$ cat src/rtl/motoro3_step_sequencer.sv
// -----------------------------------------------------------------------------
// motoro3_step_sequencer
// Timebase and 6-step commutation sequencer for one three-phase motor channel.
// Produces the sub-step counter, its first/last flags, the split-step index,
// the commutation step and the PWM activity qualifiers for the line generator.
// Step period, split count and direction are latched only when a run starts
// or at a commutation boundary, so register writes never disturb a step that
// is already in progress.
//
// Ports:
//   clk                   system clock
//   rst                   synchronous reset, active-high
//   m3r_run               run request (level)
//   m3r_dirRev            0 = forward (1..6), 1 = reverse (6..1)
//   m3r_stepCNT_speedSET  clocks per split sub-step (clamped to MIN_PERIOD)
//   m3r_stepSplitMax      split sub-steps per commutation step, minus 1
//   m3cnt                 sub-step clock counter, 0..P-1
//   m3cntFirst1/2         m3cnt == 0 / m3cnt == 1
//   m3cntLast1/2          m3cnt == P-1 / m3cnt == P-2
//   m3LpwmSplitStep       current split index, 0..S
//   lgStep                0 = all off, 1..6 = commutation step
//   pwmActive1            high while sequencing
//   pwmLastStep1          pwmActive1 and split index == S
// -----------------------------------------------------------------------------
module motoro3_step_sequencer #(
    parameter int CNT_W      = 25,
    parameter int MIN_PERIOD = 4
) (
    input  logic             clk,
    input  logic             rst,
    input  logic             m3r_run,
    input  logic             m3r_dirRev,
    input  logic [CNT_W-1:0] m3r_stepCNT_speedSET,
    input  logic [1:0]       m3r_stepSplitMax,
    output logic [CNT_W-1:0] m3cnt,
    output logic             m3cntFirst1,
    output logic             m3cntFirst2,
    output logic             m3cntLast1,
    output logic             m3cntLast2,
    output logic [1:0]       m3LpwmSplitStep,
    output logic [3:0]       lgStep,
    output logic             pwmActive1,
    output logic             pwmLastStep1
);

    typedef enum logic [1:0] {
        IDLE      = 2'd0,
        RUN       = 2'd1,
        STOP_PEND = 2'd2
    } state_t;

    localparam logic [CNT_W-1:0] MIN_P = CNT_W'(MIN_PERIOD);

    // Next commutation step in the requested direction, wrapping 6<->1.
    function automatic logic [3:0] advanceStep(input logic [3:0] step, input logic rev);
        logic [3:0] res;
        if (rev) begin
            case (step)
                4'd1:    res = 4'd6;
                4'd2:    res = 4'd1;
                4'd3:    res = 4'd2;
                4'd4:    res = 4'd3;
                4'd5:    res = 4'd4;
                4'd6:    res = 4'd5;
                default: res = 4'd6;
            endcase
        end else begin
            case (step)
                4'd1:    res = 4'd2;
                4'd2:    res = 4'd3;
                4'd3:    res = 4'd4;
                4'd4:    res = 4'd5;
                4'd5:    res = 4'd6;
                4'd6:    res = 4'd1;
                default: res = 4'd1;
            endcase
        end
        return res;
    endfunction

    state_t           state_r;
    logic [CNT_W-1:0] periodLat_r;
    logic [1:0]       splitMaxLat_r;
    logic             dirLat_r;

    state_t           stateNext_s;
    logic [CNT_W-1:0] periodNext_s;
    logic [1:0]       splitMaxNext_s;
    logic             dirNext_s;
    logic [CNT_W-1:0] cntNext_s;
    logic [1:0]       splitNext_s;
    logic [3:0]       stepNext_s;
    logic             activeNext_s;
    logic [CNT_W-1:0] speedClamp_s;
    logic             boundary_s;

    // Period request clamped up to the minimum that keeps the four flags distinct.
    assign speedClamp_s = (m3r_stepCNT_speedSET < MIN_P) ? MIN_P : m3r_stepCNT_speedSET;

    // Last clock of the last split sub-step of the current commutation step.
    assign boundary_s = pwmActive1 && m3cntLast1 && (m3LpwmSplitStep == splitMaxLat_r);

    // Next-state and next-output computation for the sequencer.
    always_comb begin
        stateNext_s    = state_r;
        periodNext_s   = periodLat_r;
        splitMaxNext_s = splitMaxLat_r;
        dirNext_s      = dirLat_r;
        cntNext_s      = {CNT_W{1'b0}};
        splitNext_s    = 2'd0;
        stepNext_s     = 4'd0;
        case (state_r)
            IDLE: begin
                if (m3r_run) begin
                    stateNext_s    = RUN;
                    periodNext_s   = speedClamp_s;
                    splitMaxNext_s = m3r_stepSplitMax;
                    dirNext_s      = m3r_dirRev;
                    stepNext_s     = m3r_dirRev ? 4'd6 : 4'd1;
                end else begin
                    stateNext_s = IDLE;
                end
            end
            RUN, STOP_PEND: begin
                if (boundary_s) begin
                    if ((state_r == STOP_PEND) && !m3r_run) begin
                        // Pending stop completes here; no new step is emitted.
                        stateNext_s = IDLE;
                    end else begin
                        // New settings take effect for the step being entered,
                        // including the direction of this very advance.
                        stateNext_s    = m3r_run ? RUN : STOP_PEND;
                        periodNext_s   = speedClamp_s;
                        splitMaxNext_s = m3r_stepSplitMax;
                        dirNext_s      = m3r_dirRev;
                        stepNext_s     = advanceStep(lgStep, m3r_dirRev);
                    end
                end else begin
                    stateNext_s = m3r_run ? RUN : STOP_PEND;
                    stepNext_s  = lgStep;
                    if (m3cntLast1) begin
                        splitNext_s = m3LpwmSplitStep + 2'd1;
                    end else begin
                        cntNext_s   = m3cnt + CNT_W'(1);
                        splitNext_s = m3LpwmSplitStep;
                    end
                end
            end
            default: begin
                stateNext_s = IDLE;
            end
        endcase
        activeNext_s = (stateNext_s != IDLE);
    end

    // State, latched settings and registered outputs; flags are derived from
    // the next count so they line up with the m3cnt value they describe.
    always_ff @(posedge clk) begin
        if (rst) begin
            state_r         <= IDLE;
            periodLat_r     <= MIN_P;
            splitMaxLat_r   <= 2'd0;
            dirLat_r        <= 1'b0;
            m3cnt           <= {CNT_W{1'b0}};
            m3cntFirst1     <= 1'b0;
            m3cntFirst2     <= 1'b0;
            m3cntLast1      <= 1'b0;
            m3cntLast2      <= 1'b0;
            m3LpwmSplitStep <= 2'd0;
            lgStep          <= 4'd0;
            pwmActive1      <= 1'b0;
            pwmLastStep1    <= 1'b0;
        end else begin
            state_r         <= stateNext_s;
            periodLat_r     <= periodNext_s;
            splitMaxLat_r   <= splitMaxNext_s;
            dirLat_r        <= dirNext_s;
            m3cnt           <= cntNext_s;
            m3cntFirst1     <= activeNext_s && (cntNext_s == CNT_W'(0));
            m3cntFirst2     <= activeNext_s && (cntNext_s == CNT_W'(1));
            m3cntLast1      <= activeNext_s && (cntNext_s == (periodNext_s - CNT_W'(1)));
            m3cntLast2      <= activeNext_s && (cntNext_s == (periodNext_s - CNT_W'(2)));
            m3LpwmSplitStep <= splitNext_s;
            lgStep          <= stepNext_s;
            pwmActive1      <= activeNext_s;
            pwmLastStep1    <= activeNext_s && (splitNext_s == splitMaxNext_s);
        end
    end

endmodule

$ cat config.mk
export PLATFORM = sky130hd
export DESIGN_NAME = motoro3_step_sequencer
export DESIGN_NICKNAME = d
export VERILOG_FILES = /design/src/rtl/motoro3_step_sequencer.sv
export SDC_FILE = /design/constraint.sdc
export NUM_CORES = 1
export LEC_CHECK = 0
export ABC_AREA = 0
export ABC_CLOCK_PERIOD_IN_PS = 7500
export CORE_ASPECT_RATIO = 0.6
export CORE_MARGIN = 2
export CORE_UTILIZATION = 60
export DETAILED_ROUTE_END_ITERATION = 8
export PLACE_DENSITY = 0.94
export SLEW_MARGIN = 40
export SYNTH_ARGS = -nofsm -noshare
export SYNTH_HDL_FRONTEND = slang
export SYNTH_SLANG_ARGS = --single-unit
$ cat constraint.sdc
create_clock -name clk -period 7.5 [get_ports clk]
set_clock_uncertainty 0.15 [all_clocks]
set_input_delay 0.75 -clock clk [delete_from_list [all_inputs] [get_ports clk]]
set_output_delay 0.75 -clock clk [all_outputs]
set_load 0.005 [all_outputs]
==> results of run 1 <==
==> cells in the mapped netlist (15+ instances only) <==
cell type	instances
sky130_fd_sc_hd__clkbuf_1	16
sky130_fd_sc_hd__nand2_1	50
sky130_fd_sc_hd__nand4_1	15
sky130_fd_sc_hd__xor2_1	24
sky130_fd_sc_hd__nor2_1	100
sky130_fd_sc_hd__a21oi_1	20
sky130_fd_sc_hd__a22oi_1	27
sky130_fd_sc_hd__nor3_1	31
sky130_fd_sc_hd__nor4_1	24
sky130_fd_sc_hd__nand3_1	18
sky130_fd_sc_hd__xnor2_1	38
sky130_fd_sc_hd__dfxtp_1	65
sky130_fd_sc_hd__o21ai_0	18
==> power by group through the flow <==
| stage | combinational [W] | sequential, W | clock (W) |
|---|---|---|---|
| after floorplan | 0.000207 | 0.000377 | 0 |
| after global placement | 0.000290 | 0.000381 | 0 |
| after detailed placement | 0.000294 | 0.000382 | 0 |
| after CTS | 0.000298 | 0.000375 | 0.000382 |
| after global routing | 0.000332 | 0.000377 | 0.000399 |
| final | 0.000309 | 0.000376 | 0.000380 |
==> flip-flops by register name, indices dropped and copies added (netlist names) <==
register / count
m3cntFirst1: 1
m3cntFirst2: 1
pwmActive1: 1
m3cnt: 25
lgStep: 3
splitMaxLat_r: 2
m3cntLast2: 1
pwmLastStep1: 1
m3cntLast1: 1
state_r: 2
periodLat_r: 25
m3LpwmSplitStep: 2
==> worst max-delay path: stages <==
cell	delay, ns
sky130_fd_sc_hd__clkdlybuf4s50_1	0.55
sky130_fd_sc_hd__or4_1	0.57
sky130_fd_sc_hd__nor3_1	0.53
sky130_fd_sc_hd__nand2_1	0.29
sky130_fd_sc_hd__a32oi_1	0.49
sky130_fd_sc_hd__ha_1	0.38
sky130_fd_sc_hd__inv_1	0.10
sky130_fd_sc_hd__a221oi_1	0.41
sky130_fd_sc_hd__o211a_1	0.35
sky130_fd_sc_hd__nand4_1	0.14
sky130_fd_sc_hd__xnor2_1	0.17
sky130_fd_sc_hd__a2111oi_0	0.44
sky130_fd_sc_hd__nand4_1	0.16
sky130_fd_sc_hd__nor4_2	0.29
==> area by class of cell <==
cell class / count / area (sq um) / area share (%)
well taps: 104 / 130 / 2.31
clock inverters: 3 / 17.5 / 0.311
inverters: 13 / 48.8 / 0.865
clock buffers: 12 / 246 / 4.37
multi-input cells: 508 / 3200 / 56.8
repair buffers: 71 / 693 / 12.3
flip-flops and latches: 65 / 1300 / 23.1
==> through the flow <==
| stage | setup WS, ns | hold WS [ns] | instances |
|---|---|---|---|
| 6_report | 1.97 | 0.384 | 776 |
| 3_3_place_gp | 1.95 | 0.368 | 761 |
| 5_1_grt | 1.68 | 0.417 | 776 |
| 4_1_cts | 2.13 | 0.392 | 776 |
| 3_5_place_dp | 1.80 | 0.378 | 761 |
| 2_1_floorplan | 3.12 | 0.341 | 617 |
==> worst paths after layout <==
| kind | from | to | slack (ns) | cells past startpoint |
|---|---|---|---|---|
| setup reg to reg | state_r[0]$_SDFF_PP0_ | m3cntLast1$_SDFF_PP0_ | 2.58 | 16 |
| hold reg to reg | periodLat_r[24]$_SDFF_PP0_ | periodLat_r[24]$_SDFF_PP0_ | 0.38 | 2 |
| setup / recovery | m3r_stepCNT_speedSET[2] | m3cntLast1$_SDFF_PP0_ | 1.97 | 14 |
| hold / removal | periodLat_r[24]$_SDFF_PP0_ | periodLat_r[24]$_SDFF_PP0_ | 0.38 | 2 |
==> layer usage <==
| metal | up-vias | wire [microns] | global-route usage [%] |
|---|---|---|---|
| met4 | 0 | 359 | 11.6 |
| met1 | 2389 | 6830 | 51.4 |
| met3 | 39 | 1590 | 8.81 |
| li1 | 2362 | - | - |
| met5 | - | 0 | 0 |
| met2 | 334 | 6830 | 58.1 |
==> cells in the final DEF (no fill, tap or decap), types with 6 or more instances in the layout <==
cell	instances
sky130_fd_sc_hd__o22a_1	7
sky130_fd_sc_hd__nand2_1	50
sky130_fd_sc_hd__a22oi_1	27
sky130_fd_sc_hd__clkdlybuf4s50_1	65
sky130_fd_sc_hd__xnor2_1	38
sky130_fd_sc_hd__inv_1	12
sky130_fd_sc_hd__o21ai_0	18
sky130_fd_sc_hd__o21ai_1	6
sky130_fd_sc_hd__nor2_1	100
sky130_fd_sc_hd__nand3_1	18
sky130_fd_sc_hd__nor3_1	31
sky130_fd_sc_hd__a21oi_1	20
sky130_fd_sc_hd__nor4_1	22
sky130_fd_sc_hd__nand4_1	15
sky130_fd_sc_hd__nand2b_1	8
sky130_fd_sc_hd__clkbuf_16	9
sky130_fd_sc_hd__or4_1	9
sky130_fd_sc_hd__o21a_1	9
sky130_fd_sc_hd__xor2_1	24
sky130_fd_sc_hd__ha_1	6
sky130_fd_sc_hd__dfxtp_1	65
==> cell families after synthesis <==
group | after synthesis | synth area share [%]
and+or+nand+nor | 290 | 30.8
AOI/OAI and AO/OA | 144 | 22.1
xor gates and xnor gates | 66 | 13.3
DFF | 65 | 27.9
buffers and inverters | 44 | 4.02
adders and majority gates | 6 | 1.61
other | 1 | 0.0803
muxes | 1 | 0.214
==> metrics list, run 1 <==
* Via count of the first global-routing pass: approximately 4700
* Min Tclk post-route: around 5.5 ns
- Input and output buffers added on the ports amount to 66.
* Synth Net Count: approximately 650
* Average wire per cell in the routed design: between 20 and 25 microns
- Area growth, synth to finish: 20.7%
* Number of buffers added by the clock tree synthesis step: 9
- Setup repair after global routing missed its margin: no
- The net count of the finished layout is around 710.
* CTS tree: yes
- Measured against its own limit, the worst slew margin works out to a little under half.
- Outcome: complete, no violations
* Number of placement rows: 24
* Drt total wl: 15600 microns
- STA classifies the critical path endpoint as a register.
* Clock root buffer: sky130_fd_sc_hd__clkbuf_16
- For this run the aggregate overflow at the end of global routing stands at 0.
* Highest clock rate: roughly 180 MHz
- Arrival time of data at the critical path endpoint: 5.62 ns
- between 60 and 70 I/O pins were placed.
- Setup violations remaining at the end of the flow were counted as 0.
- Power density over cell area: around 190 nW/um^2
- First drt pass iteration count: 6
- The tree built by TritonCTS fans out to 65 sinks.
* Mapped Area: approximately 4700 sq um
* Final core area utilization: about three quarters
- The tightest min-delay check is of the register to register type.
- The most used flip-flop cell after synthesis is sky130_fd_sc_hd__dfxtp_1.
- Counting along the longest clock path gives a buffer depth of 2.
- The first routing iteration left 547 violations.
* Final weighted congestion of routability-driven global placement: approximately 0.98
- Switching power of the nets: between 0.0003 and 0.0004 W
- Averaged over all synthesized cells, the footprint is 7.57 sq um.
- Placeable core area: 7420 sq um
- Routed vias: about 5000
* Library cells used by synthesis: 75
- Counting flops and latches in the post-synthesis netlist gives 65.
* Final max-slew violation count: 0
* Sum of negative setup slack: 0 ns
* Quantity of gates resized following cts: 0
- The synthesized design contains 0 enable-type register cells.
- CTS built an H-tree with a depth of 3.
- The finished cells cover between 5000 and 6000 sq um.
- Max VDD drop: ~0.15 mV
* Floorplan die area: between 8000 and 9000 sq um
- Seq pwr share: between 30% and 40%
* CP startpoint kind: input pin
- Via count normalized by instance count: between 6 and 7
- Summed over all instances, the cell type with the most area after synthesis is sky130_fd_sc_hd__dfxtp_1.
- The final critical path takes up 73.7% of the cycle.
- Clock latency reported for the late side of the worst-skew pair: roughly 0.34 ns
* Power Internal: between 0.0007 and 0.0008 W
* DR DRC count: 0
* Largest cells by area after synthesis: sky130_fd_sc_hd__dfxtp_1 28%, sky130_fd_sc_hd__nor2_1 8.0%, sky130_fd_sc_hd__xnor2_1 7.1%
- The die is between 100 and 150 microns wide.
- CTS hold repair buffers: 0
- Power share of the combinational group: between 20% and 30%
* Type of the worst setup path: input pin to register
- Antenna Diode Count: 0
- Overall power consumption after layout is estimated at roughly 0.0011 W.
- Once placement finished, the instance area stood at approximately 5400 sq um.
- After clock tree synthesis, the clock-pin slew on the worst setup and hold paths is about 0.050 ns.
- Tightest Pin Transition: approximately 0.80 ns
- Across the run, the number of max-cap violations was 0.
- In this run the remaining antenna-violating nets after routing total 0.
* Area share of the largest cell type after synthesis: between 20% and 30%
- After synthesis, the share of flip-flops with an asynchronous set or reset is 0%.
* Portion of the post-synthesis area used by sequential elements: around 28%
- For this design the static power due to leakage is just under 2 nW.
- Of the cells placed in the final design, the portion with a size suffix greater than 1 is under 10%.
- Clock share of power: a little over a third
* Initial antenna violation count: 0
* Effective utilization at floorplan: between 60 and 70%
- Global routing consumed, over all layers together, 37.2% of the routing resources.
* Maximum number of pins on one net before global-route repair: about 60
- Switching part of the total: around a third
- The number of hold violations in the final report was 0.
- Die height: approximately 72 microns
* Synthesis warning total: 0
* Post-CTS setup buffer count: 0
- In this run the worst path has a maximum fanout of 8.
- Gate count after technology mapping: 617
- HPWL after detailed placement: roughly 12000 microns
- Counting the fill cells in the layout gives 557.
* WP data required: ~7.6 ns
- The first global-routing pass estimated approximately 25000 microns of wire.
(Power assumes the default switching activity.)
==> run 2: changes to the inputs <==
- ABC_CLOCK_PERIOD_IN_PS: 7500 -> 4700
- CORE_UTILIZATION: 60 -> 50
- PLACE_DENSITY: 0.94 -> 0.84
- clock period: 7.5 -> 4.7 ns (I/O delays scaled with it)
==> metrics list, run 2 (same netlist as run 1, synthesis figures left out) <==
- The sum of buffers and inverters on the critical path was 3 (+1).
- Number of clock sinks: 65 (unchanged)
- Total power after layout: 0.00181 W (+70%)
* Via count normalized by instance count: 6.52 (-1.3%)
* Power share of the combinational group: 27.8% (-1.2 points)
- The critical path is of the input pin to register type.
* WP data required: 4.81 ns (-2.79 ns)
* Largest registers: m3cnt (25), periodLat_r (25), lgStep (3)
* Placeable core area: 9120 sq um (+23%)
- The fraction of layout cells with a size suffix above 1 is 8.27% (+2.5 points).
- The total internal power was 0.00125 W (+76%).
* Switching part of the total: 31.4% (-2.0 points)
- Detail Route Antenna Nets: 0 (unchanged)
- Power density over cell area: 311 nW/um^2 (+65%)
- CTS tree: yes
- Cell-by-cell listing of the critical path: clkdlybuf4s50_1, or4_1, nor3_1, buf_4, nand2_1, a32oi_1, ha_1, inv_1, a221oi_1, o211a_1, nand4_1, xnor2_1, a2111oi_0, nand4_1, nor4_2
- The insertion delay to the later sink of the worst-skew pair was 0.34 ns (about the same).
* Period utilisation layout: between 90 and 100%
- Gr usage total: 30.7% (-6.5 points)
- Setup repair after global routing missed its margin: no
- The maximum clock path buffer count was 2 (unchanged).
* Worst Path Max Fanout: 5 (-3)
* Most common library cell in the layout ignoring fill and taps: sky130_fd_sc_hd__nor2_1
- Number of placement rows: 27 (+13%)
- Via count of the first global-routing pass: 4750 (+0.021%)
- Quantity of gates resized following cts: 0 (unchanged)
- Clock share of power: 39.2% (+3.5 points)
- The area of the multi-input gates was 3200 sq um (-0.20%).
- Final weighted congestion of routability-driven global placement: 0.969 (-1.4%)
* Area taken by flip-flops and latches: 1300 sq um (unchanged)
* Most repeated library cell on the critical path: sky130_fd_sc_hd__nand4_1
* Number of failing hold endpoints at the final stage: 0 (unchanged)
* Maximum number of pins on one net before global-route repair: 60 (-1.6%)
* Min Tclk post-route: approximately 4.3 ns
* Effective utilization at floorplan: 51.2% (-12 points)
- The number of inserted filler cells in the final layout came to 781 (+40%).
- The cell sitting at the root of the clock tree is a sky130_fd_sc_hd__clkbuf_16.
* Number of max-cap violations: 0 (unchanged)
- The clock-pin slew on the worst setup and hold paths is 0.06 ns (about the same).
* Floorplan die area: 10200 sq um (+19%)
- HPWL after detailed placement: 11700 microns (+1.1%)
* Placement-stage worst setup slack: 0.171 ns (-1.62 ns)
- The total congestion overflow was 0 (unchanged).
- Final setup violation count: 0 (unchanged)
- H-Tree Level Count: 3 (unchanged)
- The top-level port count came to 68 (unchanged).
- Switching power of the nets: 0.000569 W (+60%)
- Outcome: complete, no violations
* CTS hold repair buffers: 0 (unchanged)
* Highest clock rate: 232 MHz
* Port buffer count: 66 (unchanged)
* Smallest setup slack after layout: 0.395 ns (-1.58 ns)
* Seq pwr share: 33.0% (-2.3 points)
- The CTS buffer count came to 9 (unchanged).
- The count of final max-slew check failures is 0 (unchanged).
- Kind of path behind the tightest hold check: input pin to register
- Wire length of the first global-routing pass: 24500 microns (-2.4%)
* DR DRC count: 0 (unchanged)
* Post-CTS setup buffer count: 0 (unchanged)
- Die outline width: 129 microns (+9.2%)
- Category of the worst setup path capture point: register
* Antenna Diode Count: 0 (unchanged)
- CP max stage cell: sky130_fd_sc_hd__clkdlybuf4s50_1
- Tightest slew margin relative to the limit: 54.0% (+8.1 points)
* Lkg Pwr: 2.09 nW (+5.7%)
- The library cells used most frequently in the layout, excluding fill and tap cells, are 100 x sky130_fd_sc_hd__nor2_1, 65 x sky130_fd_sc_hd__clkdlybuf4s50_1, 65 x sky130_fd_sc_hd__dfxtp_1, 50 x sky130_fd_sc_hd__nand2_1, 38 x sky130_fd_sc_hd__xnor2_1.
- The setup TNS was 0 ns (unchanged).
- The transition at the pin with the smallest max-transition slack came to 0.689 ns (-0.115 ns).
- Die height: 78.9 microns (+9.0%)
- Area growth, synth to finish: 24.7%
- The worst IR drop on VDD was 0.186 mV (+27%).
- The number of nets at the end of the flow was 722 (+2.4%).
- DRC marker count from the first detailed-route iteration: 561 (+2.6%)
* Arrival time of data at the critical path endpoint: 4.42 ns (-1.20 ns)
* Routed vias: 5248 (+2.4%)
- Drt total wl: 15300 microns (-1.7%)
* Initial antenna violation count: 0 (unchanged)
* CP startpoint kind: input pin
- Top Family by Delay on Critical Path: simple AND/OR/NAND/NOR gates
- The critical path's largest stage delay came to 0.56 ns (about the same).
* First drt pass iteration count: 6 (unchanged)
- Average wire per cell in the routed design: 19.1 microns (-5.3%)
[run 2: power groups by stage]
stage	sequential, W	clock [W]	combinational [W]
global route	0.000601	0.000745	0.000542
finish	0.000599	0.000710	0.000504
floorplan	0.000601	0	0.000330
detailed placement	0.000609	0	0.000485
global placement	0.000607	0	0.000481
CTS	0.000597	0.000720	0.000488
[run 2: final timing paths]
| kind | startpoint | endpoint | slack (ns) | cells past startpoint |
|---|---|---|---|---|
| hold reg to reg | periodLat_r[24]$_SDFF_PP0_ | periodLat_r[24]$_SDFF_PP0_ | 0.42 | 2 |
| setup reg to reg | state_r[1]$_SDFF_PP0_ | m3cntLast1$_SDFF_PP0_ | 0.41 | 15 |
| setup / recovery | m3r_stepCNT_speedSET[19] | m3cntLast1$_SDFF_PP0_ | 0.40 | 15 |
| hold / removal | rst | pwmActive1$_SDFF_PP0_ | 0.34 | 3 |
[run 2: layer usage]
layer	up-vias	part of all wire (%)	GRT usage, %
li1	2410	-	-
met1	2440	44	44.2
met2	355	42	45.1
met3	43	11	6.74
met4	0	2.7	10.8
met5	-	0	0
[run 2: cell type report]
class,instances,share of cell area (%)
Inverter,13,0.837
Clock buffer,13,4.81
Clock inverter,2,0.601
Timing Repair Buffer,88,14.1
Sequential cell,65,22.3
Multi-Input combinational cell,508,54.8
Tap cell,116,2.49
[run 2: worst min-delay path, delay by kind of cell]
kind | cells | cell delay [ns]
AO/OA/AOI/OAI | 1 | 0.04
buffers and inverters | 2 | 0.25
[run 2: metrics by stage]
step | std cells | area, sq um | hold slack, ns | util (%)
after floorplan | 617 | 4670 | 0.341 | -
after detailed placement | 790 | 5510 | 0.419 | 60.4
final | 805 | 5830 | 0.336 | 63.9
after global placement | 790 | 5500 | 0.396 | 60.3
after global routing | 805 | 5830 | 0.347 | 63.9
after CTS | 805 | 5820 | 0.324 | 63.8
